`src/rtl/regfile_write_scheduler.sv`:
```
// rtl/regfile_write_scheduler.sv - arbitrates WB, MUU and DBG onto the single register-bank write port
//
// Ports:
//   clock, reset_n            single clock, asynchronous active-low reset
//   wb_*                      writeback request (mode 01 unconditional, 10 conditional, 00 none)
//   wb_stall                  registered; asks the pipeline to hold WB so a starved MUU result can drain
//   muu_* / muu_ready         multiply/divide result stream, always unconditional
//   dbg_* / dbg_ready         debug loader stream, always unconditional, lowest priority
//   muu_issue, muu_issue_reg  MUU op issued toward a destination (scoreboard only)
//   rd_reg1/2, hazard1/2      decode sources and their pending-MUU hazard flags
//   write_*, movn             registered bank write port
//
// Build option: REGFILE_SCOREBOARD_EN enables the 32-entry busy mask behind hazard1/hazard2.

module regfile_write_scheduler #(
    parameter int STARVE_LIMIT = 4
) (
    input  logic        clock,
    input  logic        reset_n,
    input  logic        wb_valid,
    input  logic [4:0]  wb_reg,
    input  logic [31:0] wb_data,
    input  logic [1:0]  wb_mode,
    input  logic        wb_muu_we,
    input  logic        wb_movn,
    output logic        wb_stall,
    input  logic        muu_valid,
    output logic        muu_ready,
    input  logic [4:0]  muu_reg,
    input  logic [31:0] muu_data,
    input  logic        dbg_valid,
    output logic        dbg_ready,
    input  logic [4:0]  dbg_reg,
    input  logic [31:0] dbg_data,
    input  logic        muu_issue,
    input  logic [4:0]  muu_issue_reg,
    input  logic [4:0]  rd_reg1,
    input  logic [4:0]  rd_reg2,
    output logic        hazard1,
    output logic        hazard2,
    output logic [4:0]  write_reg,
    output logic [31:0] write_data,
    output logic [1:0]  write_enable,
    output logic        muu_write_enable,
    output logic        movn
);

    localparam logic [3:0] STARVE_LAST = 4'(STARVE_LIMIT - 1);

    logic        wb_xfer;
    logic        muu_xfer;
    logic        dbg_xfer;
    logic        starve_inc;
    logic [3:0]  starve_cnt;

    logic        win;
    logic [4:0]  sel_reg;
    logic [31:0] sel_data;
    logic [1:0]  sel_we;
    logic        sel_muu_we;
    logic        sel_movn;

    // A WB request presented during a stall is a protocol error and is simply
    // dropped; the stall cycle belongs to MUU.
    assign muu_ready  = !wb_valid || wb_stall;
    assign dbg_ready  = !wb_valid && !muu_valid;
    assign wb_xfer    = wb_valid && !wb_stall;
    assign muu_xfer   = muu_valid && muu_ready;
    assign dbg_xfer   = dbg_valid && dbg_ready;
    assign starve_inc = muu_valid && !muu_xfer;

    always_comb begin
        win        = 1'b0;
        sel_reg    = write_reg;
        sel_data   = write_data;
        sel_we     = 2'b00;
        sel_muu_we = 1'b0;
        sel_movn   = 1'b0;
        if (wb_xfer) begin
            win        = 1'b1;
            sel_reg    = wb_reg;
            sel_data   = wb_data;
            sel_we     = wb_mode;
            sel_muu_we = wb_muu_we;
            sel_movn   = wb_movn;
        end else if (muu_xfer) begin
            win      = 1'b1;
            sel_reg  = muu_reg;
            sel_data = muu_data;
            sel_we   = 2'b01;
        end else if (dbg_xfer) begin
            win      = 1'b1;
            sel_reg  = dbg_reg;
            sel_data = dbg_data;
            sel_we   = 2'b01;
        end
    end

    // Register 0 is handshaken like any other destination but never enabled.
    always_ff @(posedge clock or negedge reset_n) begin
        if (!reset_n) begin
            write_reg        <= 5'd0;
            write_data       <= 32'd0;
            write_enable     <= 2'b00;
            muu_write_enable <= 1'b0;
            movn             <= 1'b0;
        end else if (win) begin
            write_reg        <= sel_reg;
            write_data       <= sel_data;
            write_enable     <= (sel_reg == 5'd0) ? 2'b00 : sel_we;
            muu_write_enable <= sel_muu_we;
            movn             <= sel_movn;
        end else begin
            write_enable     <= 2'b00;
            muu_write_enable <= 1'b0;
            movn             <= 1'b0;
        end
    end

    // The counter never passes STARVE_LIMIT: the stall it raises forces the
    // MUU transfer on the very next cycle, which clears it again.
    always_ff @(posedge clock or negedge reset_n) begin
        if (!reset_n) begin
            starve_cnt <= 4'd0;
            wb_stall   <= 1'b0;
        end else begin
            starve_cnt <= starve_inc ? starve_cnt + 4'd1 : 4'd0;
            wb_stall   <= (starve_cnt == STARVE_LAST) && starve_inc;
        end
    end

`ifdef REGFILE_SCOREBOARD_EN
    logic [31:0] busy;
    logic [31:0] busy_next;

    // Clear first, then set, so a same-edge issue to the retiring register wins.
    always_comb begin
        busy_next = busy;
        if (muu_xfer) begin
            busy_next[muu_reg] = 1'b0;
        end
        if (muu_issue && (muu_issue_reg != 5'd0)) begin
            busy_next[muu_issue_reg] = 1'b1;
        end
    end

    always_ff @(posedge clock or negedge reset_n) begin
        if (!reset_n) begin
            busy <= 32'd0;
        end else begin
            busy <= busy_next;
        end
    end

    assign hazard1 = (rd_reg1 != 5'd0) && busy[rd_reg1];
    assign hazard2 = (rd_reg2 != 5'd0) && busy[rd_reg2];
`else
    logic unused_sb;
    assign unused_sb = &{1'b0, muu_issue, muu_issue_reg, rd_reg1, rd_reg2};
    assign hazard1   = 1'b0;
    assign hazard2   = 1'b0;
`endif

endmodule

```
`config.mk`:
```
export PLATFORM = sky130hd
export DESIGN_NAME = regfile_write_scheduler
export DESIGN_NICKNAME = d
export VERILOG_FILES = /design/src/rtl/regfile_write_scheduler.sv
export SDC_FILE = /design/constraint.sdc
export NUM_CORES = 1
export LEC_CHECK = 0
export CAP_MARGIN = 10
export CORE_ASPECT_RATIO = 0.5
export CORE_MARGIN = 5
export CORE_UTILIZATION = 34
export DETAILED_ROUTE_END_ITERATION = 10
export MAX_ROUTING_LAYER = met4
export PLACE_DENSITY = 0.91
export SLEW_MARGIN = 20
export SYNTH_ARGS = -nofsm -noshare
export SYNTH_HDL_FRONTEND = slang
export SYNTH_SLANG_ARGS = --single-unit
```
`constraint.sdc`:
```
create_clock -name clock -period 2.7 [get_ports clock]
set_input_delay 0.54 -clock clock [delete_from_list [all_inputs] [get_ports clock]]
set_output_delay 0.54 -clock clock [all_outputs]
set_load 0.005 [all_outputs]
```
; ---- Yosys cells after proc, flatten, opt, wreduce, memory -nomap -nowiden
; Index checks and enable logic that the tools add are counted.
[word_totals]
regBits = 46
input_bits = 136
out_inout_bits = 46
word_cells = 42
[classes]
addsub = 1
eq_ne = 1
mux = 19
reduce_logical = 14
[op_table]
columns = op, n
row1 = $mux 32, 3
row2 = $mux 5, 3
row3 = $mux 1, 9
row4 = $logic_and 1x1->1, 6
row5 = $mux 2, 3
row6 = $logic_not 5->1, 1
row7 = $add 4x1->4 const B, 1
row8 = $eq 4x2->1 const B, 1
row9 = $logic_not 1->1, 4
row10 = $mux 4, 1
row11 = $reduce_bool 3->1, 1
row12 = $reduce_and 2->1, 1
row13 = $logic_or 1x1->1, 1

; ---- Logic depth before layout (Yosys ltp)
; Gate-level depths: netlist (run 1).
[depth]
ltp_word = 9
depth_mapped = 8
mapped_depth_nobuf = 6

; ---- Worst setup path before layout (run 1)
; No wires, ideal clock.
[synth_timing]
path_type = input -> register
startpoint = input port wb_valid
endpoint = register write_enable[0]
setup_ns = 0.137
arrival_time_ns = 1.797
required_time_ns = 2.563
setup_slack_ns = 0.766
cell_stages = 8
n_path_buf = 2
cell_sequence = and2b_1 -> buf_4 -> inv_4 -> and3_4 -> buf_2 -> a221o_1 -> nor4_2 -> a211oi_1
[synth_between]
elab_cells_between_ends = 18
cone_classes = mux (11) / reduce/logical (7)
[synth_rtl]
columns = item, line_no
row1 = "start, declared", 20  ; input logic wb_valid,
row2 = $logic_not 1->1 *, 65  ; assign muu_ready = !wb_valid || wb_stall;
row3 = $logic_or 1x1->1 *, 65
row4 = via muu_ready, 28  ; output logic muu_ready,
row5 = $logic_and 1x1->1 *, 68  ; assign muu_xfer = muu_valid && muu_ready;
row6 = $mux 5, 86  ; end else if (muu_xfer) begin
row7 = $mux 5, 79  ; if (wb_xfer) begin
row8 = $logic_not 5->1, 110  ; write_enable <= (sel_reg == 5'd0) ? 2'b00 : sel_we;
row9 = $mux 2, 110
row10 = $mux 2 *, 107  ; end else if (win) begin
row11 = "end signal, assigned", 110
row12 = "end, declared", 43  ; output logic [1:0] write_enable,
; Mark *: on every way through the listed nets, which the timed path passes. The rest lies on a longest branch.
; A chain may end at the register's enable or synchronous reset.

; ---- Worst setup path in the final report (run 1)
[layout_timing]
startpoint = input port wb_valid
endpoint = output port muu_ready
[layout_between]
elab_chain_cells = 2
[layout_rtl]
columns = item, line_no
row1 = $logic_not 1->1, 65
row2 = $logic_or 1x1->1, 65
row3 = "end, declared", 28
; Every way passes these cells.

==> impl_metrics.csv, run 1 <==
group,metric,value,unit
finish,largest_reg_flops,32,
timing,hold_viol,0,
worst_setup_path,cp.arrival,1860,ps
grt,gr-total-overflow,0,
yosys,synthFlopType,"dfrtp_1",
cts,clk_latency,280,ps
finish,multi_input_area,0.00118,mm²
timing,fmax,417,MHz
timing,skew,7.21,ps
cts,cts_buffers,5,
placement,placed_cells,519,
timing,period_minus_slack,2400,ps
yosys,synth_area_leaders,"dfrtp_1 (47%), mux2i_1 (14%), a21oi_1 (7.8%)",
worst_setup_path,critPathMaxFanout,7,
cts,clock_sinks,46,
cts,cts_resized,0,
finish,drive_above_1_share,5.06,%
drt,vias,2528,
timing,worst_slew_pin_slew,636,ps
drt,first_iter_violations,186,
cts,htreeDepth,2,
cts,cts-root-buf,"clkbuf_16",
grt,grt_pass1_vias,2562,
timing,max_slew_margin,57.6,%
timing,period_share,88.9,%
finish,fillers,550,
timing,tns,0,ps
worst_setup_path,slowest_stage,"clkdlybuf4s50_1",
timing,setup_viol,0,
drt,drt_wl_total,8200,µm
drt,wl_per_cell,15.6,µm
yosys,synth_top_area_share,47.3,%
finish,n_antenna_cell,0,
worst_setup_path,setup.worst_path.class,"input port to primary output",
worst_setup_path,required,2160,ps
yosys,ys_top_cells_by_count,"dfrtp_1 (46), nor2_1 (39), a21oi_1 (38), o21ai_0 (37), nand2_1 (36)",
finish,final_nets,571,
hold_path,hold_class,"input port to async pin",
power_and_ir_drop,leakage,1.80,nW
drt,drc,0,
status,status,"complete, no violations",
yosys,async_flop_share,100,%
worst_setup_path,cpPeakStageDelay,500,ps
worst_setup_path,path_buf_inv,3,
worst_setup_path,cp_common_cell,"clkdlybuf4s50_1",
power_and_ir_drop,vdd_ir_drop_max,0.000275,V
yosys,syn_area_per_cell,8.79,µm²
yosys,syn_inst,277,
timing,rsz0062_at_grt,"no",
finish,ff_latch_area,0.00115,mm²
cts,clkSlewWorstSetupHoldPaths,60,ps
placement,gp_congestion,0.808,
floorplanning,die_h,69.9,µm
yosys,ys_seq_area_share,47.3,%
cts,cts_buffer_depth,2,
yosys,synth.most_common_cell,"dfrtp_1",
floorplanning,coreArea,0.00683,mm²
grt,grt.total_usage,18.5,%
yosys,synth.cell_area,0.00244,mm²
power_and_ir_drop,power.density,449,mW/mm²
grt,antenna_found_initial,0,
floorplanning,row_count,21,
yosys,synth_edf_count,0,
cts,postCtsSetupBuffers,0,
floorplanning,initial_core_util,35.7,%
timing,maxSlewViolCount,0,
worst_setup_path,crit_path_start_kind,"input port",
cts,cts_tree,"done",
floorplanning,design.portCount,182,
grt,grt_max_degree,70,
worst_setup_path,cp_cell_sequence,"clkdlybuf4s50_1 > and2b_2 > inv_4 > clkdlybuf4s50_1",
worst_setup_path,crit_family,"buffers and inverters",
drt,postRouteAntennaNets,0,
yosys,yosysWarnings,0,
cts,hold_buffers,0,
placement,portBuffers,163,
finish,final_cell_count_no_fill,527,
run,maxCapViolations,0,
drt,via_per_inst,4.80,
placement,dp_hpwl,6570,µm
finish,area_growth,75.9,%
floorplanning,die_area,0.00906,mm²
grt,grt_first_pass_wirelength,13100,µm
floorplanning,dieWidth,130,µm
drt,drtPass1Iterations,4,
yosys,ys_seq_elements,46,
yosys,synth_top_area_cell,"dfrtp_1",
worst_setup_path,cp-end-kind,"primary output",
yosys,ys_types,28,
## final cells by class
class	instances	area share, %
Sequential cell	46	26.9
Tap cell	92	2.69
Timing Repair Buffer	171	39.3
Clock buffer	5	2.92
Inverter	3	0.321
Multi-Input combinational cell	207	27.5
Clock inverter	3	0.496
## cells in the final DEF (no fill, tap or decap), drive strengths merged, types with 2 or more instances in the layout
| master | instances |
|---|---|
| a211oi | 2 |
| a21oi | 38 |
| a221o | 2 |
| a22oi | 2 |
| and2 | 2 |
| and3 | 2 |
| buf | 10 |
| clkbuf | 5 |
| clkdlybuf4s50 | 161 |
| clkinv | 2 |
| conb | 2 |
| dfrtp | 46 |
| inv | 3 |
| mux2i | 33 |
| nand2 | 36 |
| nor2 | 39 |
| nor3b | 3 |
| o21ai | 37 |
## metrics by stage
step,worst slack (ps),instance area [µm²],utilization (%),hold WS (ps),power [mW]
after detailed placement,165,4140,60.6,461,1.33
after CTS,300,4280,62.7,184,1.94
after global routing,248,4280,62.7,203,2.02
after floorplan,766,2440,-,244,0.965
after global placement,284,4140,60.6,442,1.32
final,299,4280,62.7,181,1.92
## kinds of logic (layout without fill, tap and decap cells)
family                   after synthesis  after routing  share of synthesized area, %
AO/OA/AOI/OAI                         82             82                          17.8
XOR/XNOR                               2              2                         0.719
adder cells (fa/ha/maj)                1              1                         0.514
buffers and inverters                 25            182                          4.67
flip-flops                            46             46                          47.3
multiplexers                          33             33                          13.6
other                                  1              2                         0.154
AND/OR/NAND/NOR                       87             87                          15.4
## path summary, 6_finish.rpt
| check | slack (ps) | cells after the start | endpoint | start |
|---|---|---|---|---|
| worst max register to register | 730 | 4 | wb_stall$_DFF_PN0_ | wb_stall$_DFF_PN0_ |
| max in group asynchronous | 1950 | 2 | starve_cnt[1]$_DFF_PN0_ | reset_n |
| worst max-delay path | 300 | 4 | muu_ready | wb_valid |
| worst min register to register | 470 | 1 | starve_cnt[0]$_DFF_PN0_ | starve_cnt[0]$_DFF_PN0_ |
| worst min-delay path | 180 | 1 | write_data[11]$_DFFE_PN0P_ | reset_n |
| min in group clock | 470 | 1 | starve_cnt[0]$_DFF_PN0_ | starve_cnt[0]$_DFF_PN0_ |
## power by group
group / total, mW / internal, mW / switching (mW)
clock: 0.603 / 0.343 / 0.260
sequential: 0.790 / 0.755 / 0.0347
combinational: 0.529 / 0.336 / 0.193
## routing by layer
| layer | vias to the layer above | wire, µm | GRT usage [%] |
|---|---|---|---|
| li1 | 1261 | - | - |
| met5 | - | 0 | - |
| met2 | 51 | 4650 | 35.0 |
| met4 | 0 | 140 | 4.26 |
| met1 | 1204 | 3140 | 20.3 |
| met3 | 12 | 277 | 2.97 |
## worst reg2reg max path: cells and delay by family, from the launching register on
| kind | cells | cell delay, ps |
|---|---|---|
| buf+inv | 1 | 540 |
| flops | 1 | 440 |
| simple gates | 3 | 880 |
Note: power is estimated with default switching activity, not from simulation.
==> run 2, diff against run 1 <==
Settings changed: CORE_ASPECT_RATIO 0.5 to 0.9.
==> impl_metrics.csv, run 2 (same netlist as run 1, synthesis figures left out) <==
group,metric,value,unit
worst_setup_path,rr_startpoint,"wb_stall$_DFF_PN0_",
cts,htreeDepth,2,
floorplanning,die_h,90.3,µm
timing,fmax,421,MHz
worst_setup_path,crit_path_start_kind,"input port",
floorplanning,coreArea,0.00700,mm²
worst_setup_path,critPathMaxFanout,7,
power_and_ir_drop,power.share.combinational,30.0,%
power_and_ir_drop,seq_power_share,45.4,%
timing,tns,0,ps
worst_setup_path,cp.arrival,1840,ps
grt,grtUsageMet1,19.8,%
worst_setup_path,reg2reg_to,"wb_stall$_DFF_PN0_",
floorplanning,dieWidth,99.2,µm
cts,clk_latency,290,ps
timing,max_slew_margin,56.2,%
finish,largest_reg_flops,32,
timing,rsz0062_at_grt,"no",
drt,wl_per_cell,14.6,µm
grt,met2_usage,31.3,%
finish,final_nets,570,
timing,skew,3.92,ps
drt,postRouteAntennaNets,0,
timing,setup_viol,0,
status,status,"complete, no violations",
drt,via_per_inst,4.78,
power_and_ir_drop,switching_share,25.4,%
grt,use_met3,4.71,%
drt,vias,2519,
run,maxCapViolations,0,
hold_path,hold_class,"input port to async pin",
floorplanning,row_count,29,
worst_setup_path,required,2160,ps
cts,cts-root-buf,"clkbuf_8",
worst_setup_path,setup.worst_path.class,"input port to primary output",
power_and_ir_drop,power.density,411,mW/mm²
drt,drc,0,
power_and_ir_drop,p_int,1.30,mW
timing,period_share,88.1,%
timing,hold_viol,0,
finish,n_antenna_cell,0,
drt,drt_wl_total,7700,µm
grt,grt_pass1_vias,2641,
worst_setup_path,rrSetupSlack,790,ps
cts,cts_tree,"done",
finish,fillers,591,
worst_setup_path,endpoint,"muu_ready",
cts,clock_sinks,46,
worst_setup_path,r2r_cells,4,
timing,hold_ws,310,ps
timing,period_minus_slack,2380,ps
power_and_ir_drop,clockPowerShare,24.5,%
power_and_ir_drop,power.switching,0.441,mW
placement,gp_congestion,0.915,
cts,clkSlewWorstSetupHoldPaths,80,ps
cts,postCtsSetupBuffers,0,
timing,worst_slew_pin_slew,658,ps
drt,first_iter_violations,46,
placement,portBuffers,163,
floorplanning,die_area,0.00896,mm²
floorplanning,initial_core_util,34.8,%
finish,layout_commonest_cell,"clkdlybuf4s50_1",
finish,drive_above_1_share,4.61,%
placement,dp_hpwl,6210,µm
worst_setup_path,cp-end-kind,"primary output",
grt,grt_max_degree,70,
grt,grt_busiest_layer,"met2",
grt,gr-total-overflow,0,
finish,most-common-layout-cells,"clkdlybuf4s50_1 (161), dfrtp_1 (46), nor2_1 (39), a21oi_1 (38), o21ai_0 (37)",
cts,hold_buffers,0,
cts,cts_resized,0,
drt,drtPass1Iterations,4,
floorplanning,design.portCount,182,
finish,area_growth,73.3,%
grt,grt_first_pass_wirelength,12500,µm
worst_setup_path,worstSetupStartpoint,"wb_valid",
timing,maxSlewViolCount,0,
cts,cts_buffer_depth,2,
grt,antenna_found_initial,0,
power_and_ir_drop,leakage,1.77,nW
cts,cts_buffers,5,
power_and_ir_drop,vdd_ir_drop_max,0.000193,V
grt,grt.total_usage,17.7,%
run 2: changes by cell type in the layout (fill, tap and decap cells not counted):
cell / delta
clkbuf_16: -5
clkbuf_1: +1
clkinv_4: -1
buf_4: -1
clkinvlp_4: -1
clkbuf_8: +6
run 2: power by group through the flow:
stage,Clock (mW),Combinational [mW],Sequential (mW)
after global routing,0.468,0.568,0.799
after detailed placement,0,0.527,0.804
after global placement,0,0.514,0.799
final,0.426,0.522,0.789
after floorplan,0,0.158,0.807
after CTS,0.438,0.529,0.790
run 2: area by class of cell:
class / instances / area, µm² / area share [%]
timing repair buffer: 170 / 1670 / 39.6
multi-input combinational: 207 / 1180 / 27.9
sequential: 46 / 1150 / 27.3
tap: 93 / 116 / 2.76
clock buffer: 7 / 86.3 / 2.04
inverter: 3 / 13.8 / 0.326
clock inverter: 1 / 5.00 / 0.119
run 2: metrics by stage:
stage	std cells	area (µm²)	power [mW]	setup WS (ps)	util (%)
final	527	4220	1.74	323	60.3
after CTS	527	4220	1.76	332	60.3
after global routing	527	4220	1.83	282	60.3
after global placement	519	4130	1.31	318	59.0
after detailed placement	519	4130	1.33	250	59.0
after floorplan	278	2440	0.965	766	-
run 2: worst max-delay path, stage by stage:
cell and delay [ps]:
clkdlybuf4s50_1 440, and2b_2 260, inv_4 90, clkdlybuf4s50_1 500
run 2: worst min-delay path by stage:
| stage | slack [ps] | cells after the start | to |
|---|---|---|---|
| after floorplan | 240 | 0 | movn$_DFF_PN0_ |
| after global placement | 440 | 1 | wb_stall$_DFF_PN0_ |
| after detailed placement | 460 | 1 | wb_stall$_DFF_PN0_ |
| after CTS | 340 | 2 | write_data[19]$_DFFE_PN0P_ |
| after global routing | 370 | 2 | write_data[19]$_DFFE_PN0P_ |
| final | 310 | 2 | write_data[17]$_DFFE_PN0P_ |
run 2: routing by layer:
| metal | vias to the layer above | routed length [µm] |
|---|---|---|
| li1 | 1250 | - |
| met1 | 1153 | 3060 |
| met2 | 105 | 3970 |
| met3 | 11 | 571 |
| met4 | 0 | 100 |
| met5 | - | 0 |
==> run 3, diff against run 2 <==
Settings changed: CTS_CLUSTER_DIAMETER from default to 120, SETUP_SLACK_MARGIN from default to 0.5.
==> impl_metrics.csv, run 3 (same netlist as run 1, synthesis figures left out) <==
group,metric,value,unit
power_and_ir_drop,power.density,410,mW/mm²
floorplanning,design.portCount,182,
finish,final_nets,571,
drt,postRouteAntennaNets,0,
timing,period_share,79.3,%
timing,skew,4.73,ps
grt,grt_max_degree,70,
grt,antenna_found_initial,0,
worst_setup_path,cpPeakStageDelay,500,ps
timing,tns,0,ps
drt,vias,2500,
worst_setup_path,reg2reg_to,"wb_stall$_DFF_PN0_",
timing,fmax,467,MHz
finish,area_growth,73.6,%
cts,cts_tree,"done",
placement,dp_hpwl,6210,µm
floorplanning,die_h,90.3,µm
finish,largest_reg_flops,32,
cts,cts_buffer_depth,2,
grt,grt_pass1_vias,2649,
placement,portBuffers,163,
finish,fillers,592,
cts,htreeDepth,2,
worst_setup_path,r2r_cells,5,
worst_setup_path,path_buf_inv,3,
finish,most-common-layout-cells,"clkdlybuf4s50_1 (160), dfrtp_1 (46), nor2_1 (39), a21oi_1 (38), o21ai_0 (37)",
cts,clkSlewWorstSetupHoldPaths,80,ps
worst_setup_path,required,2160,ps
floorplanning,initial_core_util,34.8,%
cts,clk_latency,290,ps
placement,gp_congestion,0.915,
drt,top_layer_used,"met4",
finish,n_antenna_cell,0,
drt,drt_wl_total,7680,µm
grt,gr-total-overflow,0,
drt,wl_met1,3070,µm
worst_setup_path,crit_path_start_kind,"input port",
worst_setup_path,critPathMaxFanout,7,
cts,cts-root-buf,"clkbuf_8",
grt,grt_first_pass_wirelength,12500,µm
cts,clock_sinks,46,
worst_setup_path,rr_startpoint,"wb_stall$_DFF_PN0_",
cts,cts_buffers,5,
drt,wl_per_cell,14.5,µm
run,maxCapViolations,0,
finish,drive_above_1_share,4.83,%
worst_setup_path,cp_cell_sequence,"dlygate4sd2_1 > and2b_2 > inv_4 > clkdlybuf4s50_1",
grt,grt.total_usage,17.7,%
timing,maxSlewViolCount,0,
timing,hold_viol,0,
worst_setup_path,cp-end-kind,"primary output",
floorplanning,die_area,0.00896,mm²
timing,period_minus_slack,2140,ps
hold_path,hold_class,"input port to async pin",
floorplanning,dieWidth,99.2,µm
drt,via_per_inst,4.73,
worst_setup_path,setup.worst_path.class,"input port to primary output",
placement,postPlaceCellArea,0.00413,mm²
timing,max_slew_margin,56.9,%
timing,rsz0062_at_grt,"no",
finish,layout_commonest_cell,"clkdlybuf4s50_1",
floorplanning,coreArea,0.00700,mm²
drt,first_iter_violations,39,
worst_setup_path,crit_family,"buffers and inverters",
drt,drc,0,
status,status,"complete, no violations",
drt,dr_wl_met3,545,µm
worst_setup_path,rrSetupSlack,720,ps
timing,worst_slew_pin_slew,647,ps
power_and_ir_drop,leakage,1.78,nW
finish,final_area,0.00423,mm²
worst_setup_path,slowest_stage,"clkdlybuf4s50_1",
floorplanning,row_count,29,
worst_setup_path,cp.arrival,1600,ps
power_and_ir_drop,vdd_ir_drop_max,0.000192,V
drt,drtPass1Iterations,4,
drt,wl_met2,3980,µm
timing,setup_viol,0,
run 3: cell count changes in the layout (fill, tap and decap cells not counted):
| cell | change |
|---|---|
| clkdlybuf4s50_1 | -1 |
| buf_4 | +1 |
| dlygate4sd2_1 | +1 |
run 3: timing repair:
| item | in CTS | in global routing |
|---|---|---|
| hold buffers | 0 | 0 |
| gates resized for setup | 1 | 0 |
| setup endpoints to repair | 2 | 0 |
| buffers inserted | 1 | 0 |
run 3: where the power goes:
group | internal (mW) | total (mW) | switching (mW)
registers | 0.754 | 0.789 | 0.0346
clock network | 0.207 | 0.424 | 0.217
logic | 0.335 | 0.522 | 0.187
total | 1.30 | 1.73 | 0.439
run 3: through the flow:
step                setup slack [ps]  util (%)  power, mW  hold slack (ps)  instances
global route                     507      60.4       1.84              372        528
detailed placement               250      59.0       1.33              459        519
floorplan                        766         -      0.965              244        278
CTS                              564      60.4       1.76              339        528
global placement                 318      59.0       1.31              444        519
finish                           559      60.4       1.73              309        528
run 3: how the worst max path moves through the flow:
stage                                  start                         to  slack, ps  cells after the start
final                               wb_valid                  muu_ready        560                      4
after global routing      wb_stall$_DFF_PN0_                  muu_ready        510                      3
after CTS                           wb_valid                  muu_ready        560                      4
after detailed placement            wb_valid         wb_stall$_DFF_PN0_        250                      5
after global placement              wb_valid  write_enable[0]$_DFF_PN0_        320                      7
after floorplan                     wb_valid  write_enable[0]$_DFF_PN0_        770                      8
run 3: area by class of cell:
| type | count | area, µm² | share of cell area, % |
|---|---|---|---|
| multi-input combinational | 207 | 1180 | 27.8 |
| inverter | 3 | 13.8 | 0.325 |
| clock buffer | 7 | 86.3 | 2.04 |
| clock inverter | 1 | 5.00 | 0.118 |
| sequential | 46 | 1150 | 27.2 |
| tap | 93 | 116 | 2.75 |
| timing repair buffer | 171 | 1680 | 39.7 |
run 3: routing by layer:
metal | vias to the layer above | GRT usage [%]
li1 | 1252 | -
met3 | 9 | 4.71
met4 | 0 | 3.87
met1 | 1140 | 19.8
met5 | - | -
met2 | 99 | 31.4
